==> src/rtl/risc_loader.sv <==
// risc_loader: streams a program image into the core memory while the
// core is held in reset, then releases it and times the run to halt.
module risc_loader #(
    parameter int ADDR_W = 5,
    parameter int DATA_W = 8,
    parameter int DEPTH  = 32,
    parameter int CNT_W  = 16
) (
    input  logic              clk,
    input  logic              rst,
    input  logic              load_req,
    input  logic              in_valid,
    input  logic [DATA_W-1:0] in_data,
    output logic              in_ready,
    output logic              mem_we,
    output logic [ADDR_W-1:0] mem_addr,
    output logic [DATA_W-1:0] mem_wdata,
    output logic              cpu_rst,
    input  logic              cpu_halt,
    output logic              busy,
    output logic              done,
    output logic [CNT_W-1:0]  run_cycles
);

    typedef enum logic [2:0] {
        S_IDLE,
        S_LOAD,
        S_BOOT1,
        S_BOOT2,
        S_RUN,
        S_HALT
    } state_e;

    localparam logic [ADDR_W-1:0] LAST_ADDR = ADDR_W'(DEPTH - 1);
    localparam logic [CNT_W-1:0]  CNT_MAX   = '1;

    state_e            state_q, state_d;
    logic [ADDR_W-1:0] addr_q, addr_d;
    logic              in_ready_q, in_ready_d;
    logic              mem_we_q, mem_we_d;
    logic [ADDR_W-1:0] mem_addr_q, mem_addr_d;
    logic [DATA_W-1:0] mem_wdata_q, mem_wdata_d;
    logic              cpu_rst_q, cpu_rst_d;
    logic              busy_q, busy_d;
    logic              done_q, done_d;
    logic [CNT_W-1:0]  run_q, run_d;
    logic              accept;
    logic              restart;

    // Handshake and restart qualifiers; load_req is ignored mid-load/boot.
    always_comb begin
        accept  = in_valid && in_ready_q;
        restart = load_req &&
                  (state_q inside {S_IDLE, S_RUN, S_HALT});
    end

    // Next-state and registered-output computation.
    always_comb begin
        state_d     = state_q;
        addr_d      = addr_q;
        in_ready_d  = in_ready_q;
        mem_we_d    = 1'b0;
        mem_addr_d  = mem_addr_q;
        mem_wdata_d = mem_wdata_q;
        run_d       = run_q;

        unique case (state_q)
            S_IDLE: begin
                state_d = S_IDLE;
            end
            S_LOAD: begin
                if (accept) begin
                    mem_we_d    = 1'b1;
                    mem_addr_d  = addr_q;
                    mem_wdata_d = in_data;
                    addr_d      = addr_q + 1'b1;
                    if (addr_q == LAST_ADDR) begin
                        addr_d     = '0;
                        in_ready_d = 1'b0;
                        state_d    = S_BOOT1;
                    end
                end
            end
            S_BOOT1: begin
                // One idle cycle so the final write lands first.
                state_d = S_BOOT2;
            end
            S_BOOT2: begin
                state_d = S_RUN;
            end
            S_RUN: begin
                if (cpu_halt) begin
                    state_d = S_HALT;
                end else if (run_q != CNT_MAX) begin
                    run_d = run_q + 1'b1;
                end
            end
            S_HALT: begin
                state_d = S_HALT;
            end
            default: begin
                state_d    = S_IDLE;
                in_ready_d = 1'b0;
            end
        endcase

        if (restart) begin
            state_d    = S_LOAD;
            addr_d     = '0;
            run_d      = '0;
            in_ready_d = 1'b1;
        end

        cpu_rst_d = !(state_d inside {S_RUN, S_HALT});
        busy_d    = state_d inside {S_LOAD, S_BOOT1, S_BOOT2, S_RUN};
        done_d    = (state_d == S_HALT);
    end

    // State and output registers; reset forces the core back into reset.
    always_ff @(posedge clk or negedge rst) begin
        if (!rst) begin
            state_q     <= S_IDLE;
            addr_q      <= '0;
            in_ready_q  <= 1'b0;
            mem_we_q    <= 1'b0;
            mem_addr_q  <= '0;
            mem_wdata_q <= '0;
            cpu_rst_q   <= 1'b1;
            busy_q      <= 1'b0;
            done_q      <= 1'b0;
            run_q       <= '0;
        end else begin
            state_q     <= state_d;
            addr_q      <= addr_d;
            in_ready_q  <= in_ready_d;
            mem_we_q    <= mem_we_d;
            mem_addr_q  <= mem_addr_d;
            mem_wdata_q <= mem_wdata_d;
            cpu_rst_q   <= cpu_rst_d;
            busy_q      <= busy_d;
            done_q      <= done_d;
            run_q       <= run_d;
        end
    end

    assign in_ready   = in_ready_q;
    assign mem_we     = mem_we_q;
    assign mem_addr   = mem_addr_q;
    assign mem_wdata  = mem_wdata_q;
    assign cpu_rst    = cpu_rst_q;
    assign busy       = busy_q;
    assign done       = done_q;
    assign run_cycles = run_q;

endmodule

==> config.mk <==
export PLATFORM = sky130hd
export DESIGN_NAME = risc_loader
export DESIGN_NICKNAME = d
export VERILOG_FILES = /design/src/rtl/risc_loader.sv
export SDC_FILE = /design/constraint.sdc
export NUM_CORES = 1
export LEC_CHECK = 0
export CAP_MARGIN = 20
export CORE_MARGIN = 2
export CORE_UTILIZATION = 35
export CTS_BUF_LIST = sky130_fd_sc_hd__clkbuf_4 sky130_fd_sc_hd__clkbuf_8
export DETAILED_ROUTE_END_ITERATION = 8
export PLACE_DENSITY = 0.68
export SLEW_MARGIN = 20
export SYNTH_ARGS = -nofsm -noshare
export SYNTH_HDL_FRONTEND = slang
export SYNTH_SLANG_ARGS = --single-unit
==> constraint.sdc <==
create_clock -name clk -period 2.31 [get_ports clk]
set_input_delay 0.5775 -clock clk [delete_from_list [all_inputs] [get_ports clk]]
set_output_delay 0.5775 -clock clk [all_outputs]
set_load 0.1 [all_outputs]
==> qor.csv <==
metric;value;unit
postPlaceCellArea;2584;um2
critPathKind;flip-flop to flip-flop;
rsz0062_at_grt;no;
vias_per_cell;5.335;
cts.sinks;42;
yosysSeqAreaShare;52.14;%
fillers;542;
grt-ovfl-total;0;
synthAdderAreaFrac;1.860;%
clk_latency;0.30;ns
syn_area_per_cell;11.03;um2
crit_path_max_fanout;6;
cp_cell_sequence;or4b_4 > or3_4 > or4_4 > a21oi_2;
muxShareOfSynthArea;8.308;%
clk_pin_slew;0.09;ns
htree_num_levels;2;
start_util;36.43;%
worstSetupStartpointType;flip-flop;
numCtsBuffers;5;
vdd_ir_drop_max;0.001066;V
finalSetupViolCount;0;
grt_max_degree;22;
gp_congestion;0.8484;
layout_common_cells;buf_4 (51), dfrtp_1 (39), mux2_2 (14), nor2_1 (12);
synth_top_area_cell;dfrtp_1;
drt_pass1_iterations;4;
root_buffer;clkbuf_8;
cts_hold_buf;0;
dp_hpwl;3267;um
grt_pass1_wl;8045;um
powerDensity;1140;nW/um2
grt_pass1_vias;1753;
yosys_register_bits;42;
rows;27;
synth_cell_type_count;44;
die_h;79.94;um
highest_layer;met4;
initialDrtViolationCount;88;
worstPathArrival;2.29;ns
fin_crit_sh;88.63;%
met2_length;2153;um
final_common_cell;buf_4;
grt_usage;16.04;%
slowest_stage;or4b_4;
hp-class;input pin to async pin;
crit_family;simple AND/OR/NAND/NOR gates;
ant_nets;0;
ys_top_cells_by_area;dfrtp_1 (51%), mux2_2 (7.8%), a21oi_1 (3.0%), nand4_1 (2.8%), nor2_1 (2.2%);
status;completed;
p_leak;0.001223;uW
async_flop_share;100.0;%
cts_resized;0;
end_kind;flip-flop;
antenna_cells;0;
dpl.cell_count;311;
tritoncts;yes;
drv_slew;0;
post_cts_buffers;0;
r2r_slack;0.26;ns
syn_inst;183;
drc;0;
dr_wl_met3;263;um
synth-edff-count;0;
cts_max_path_buffers;2;
worstPathRequired;2.55;ns
synth-xor-area-share;0.8679;%
area_growth;34.84;%
syn_area;2018;um2
drive_gt1_share;34.41;%
period_needed;2.047;ns
rr_startpoint;state_q[1]$_DFF_PN0_;
ios;47;
synth_simple_gate_area_share;20.33;%
synth_compound_area_share;13.52;%
post-route-cell-area;2721;um2
reg2regPathDepth;4;
synth_nets;199;
slew_headroom;69.16;%
worstMarginPinSlew;0.4626;ns
max_stage_delay;0.54;ns
portBuffers;46;
wl_met1;2086;um
maxCapViolCount;0;
r2r-end;run_cycles[7]$_DFFE_PN0P_;
vias;1702;
dieArea;6390;um2
synth_top_area_share;50.84;%
hold_violations;0;
stdcell_count;319;
fmax;488.4;MHz
synth_ff_type;dfrtp_1;
worst-path-buf-inv;0;
ys_warn_count;0;
core;5540;um2
nNetsFinal;262;
synth_top_family_by_area;simple AND/OR/NAND/NOR gates;
routedWlPerCell;14.22;um
finalClockSkew;0.009241;ns
antenna_found_initial;0;
die_x;79.94;um
routed_wl;4537;um
## routing by layer
layer / vias up / track usage, %
li1: 825 / -
met1: 830 / 20.60
met2: 43 / 25.58
met3: 4 / 5.204
met4: 0 / 5.085
met5: - / 0
## sequential cells by signal, summed over array words and instances, names as in the netlist
signal,flops
addr_q,5
busy,1
cpu_rst,1
done,1
in_ready,1
mem_addr,5
mem_wdata,8
mem_we,1
run_cycles,16
state_q,3
## logic make-up after synthesis
| logic type | count (synthesis) |
|---|---|
| compound gates | 41 |
| xor+xnor | 2 |
| fa+ha+maj | 3 |
| buf+inv | 12 |
| flops | 42 |
| mux | 15 |
| simple gates | 68 |
## worst register-to-register path: cells and delay by family, from the launching register on
family | cells | cell delay (ns)
and+or+nand+nor | 3 | 1.46
DFF | 1 | 0.39
AOI/OAI and AO/OA | 1 | 0.14
## synth_stat cells, types with 3 or more instances
cell type	instances
nand2_1	6
nand3_1	5
nor3b_1	3
and4_1	5
or4_1	4
o31ai_1	5
a21oi_1	12
nand4_1	9
and3_1	4
ha_1	3
inv_1	4
or3_1	3
nand2b_1	4
dfrtp_1	41
nor3_1	3
and2_1	3
o21ai_0	7
clkbuf_1	6
nor2_1	12
mux2_2	14
## layout make-up
| class | count | area (um2) | share of cell area [%] |
|---|---|---|---|
| clock buffers | 6 | 76.32 | 2.805 |
| clock inverters | 2 | 37.54 | 1.379 |
| inverters | 4 | 15.01 | 0.5517 |
| multi-input cells | 129 | 927.1 | 34.07 |
| flip-flops and latches | 42 | 1055 | 38.76 |
| well taps | 72 | 90.09 | 3.310 |
| repair buffers | 64 | 520.5 | 19.13 |
## stage by stage
step / TNS, ns / total power [uW] / setup WS, ns / hold WS, ns / util, %
6_report: 0 / 3101 / 0.2627 / 0.2140 / 49.12
3_5_place_dp: -1.733 / 2522 / -0.3352 / 0.5001 / 46.64
2_1_floorplan: 0 / 2174 / 0.01045 / 0.2819 / -
5_1_grt: 0 / 3242 / 0.1997 / 0.2460 / 49.12
4_1_cts: 0 / 3130 / 0.006737 / 0.2303 / 48.69
3_3_place_gp: -1.490 / 2508 / -0.2873 / 0.4911 / 46.64
## worst max-delay path by stage
| stage | cells past startpoint | slack [ns] | end | start |
|---|---|---|---|---|
| floorplan | 6 | 0.01 | run_cycles[2]$_DFFE_PN0P_ | run_cycles[1]$_DFFE_PN0P_ |
| global placement | 5 | -0.29 | run_cycles[9]$_DFFE_PN0P_ | cpu_halt |
| detailed placement | 5 | -0.34 | run_cycles[7]$_DFFE_PN0P_ | cpu_halt |
| CTS | 5 | 0.007 | run_cycles[9]$_DFFE_PN0P_ | cpu_halt |
| global route | 4 | 0.20 | run_cycles[9]$_DFFE_PN0P_ | state_q[1]$_DFF_PN0_ |
| finish | 4 | 0.26 | run_cycles[7]$_DFFE_PN0P_ | state_q[1]$_DFF_PN0_ |
## report_power, final
group          switching, uW  internal [uW]
clock                    269            335
combinational           1100            379
sequential               115            903
total                   1480           1620
Note: power is estimated with default switching activity, not from simulation.
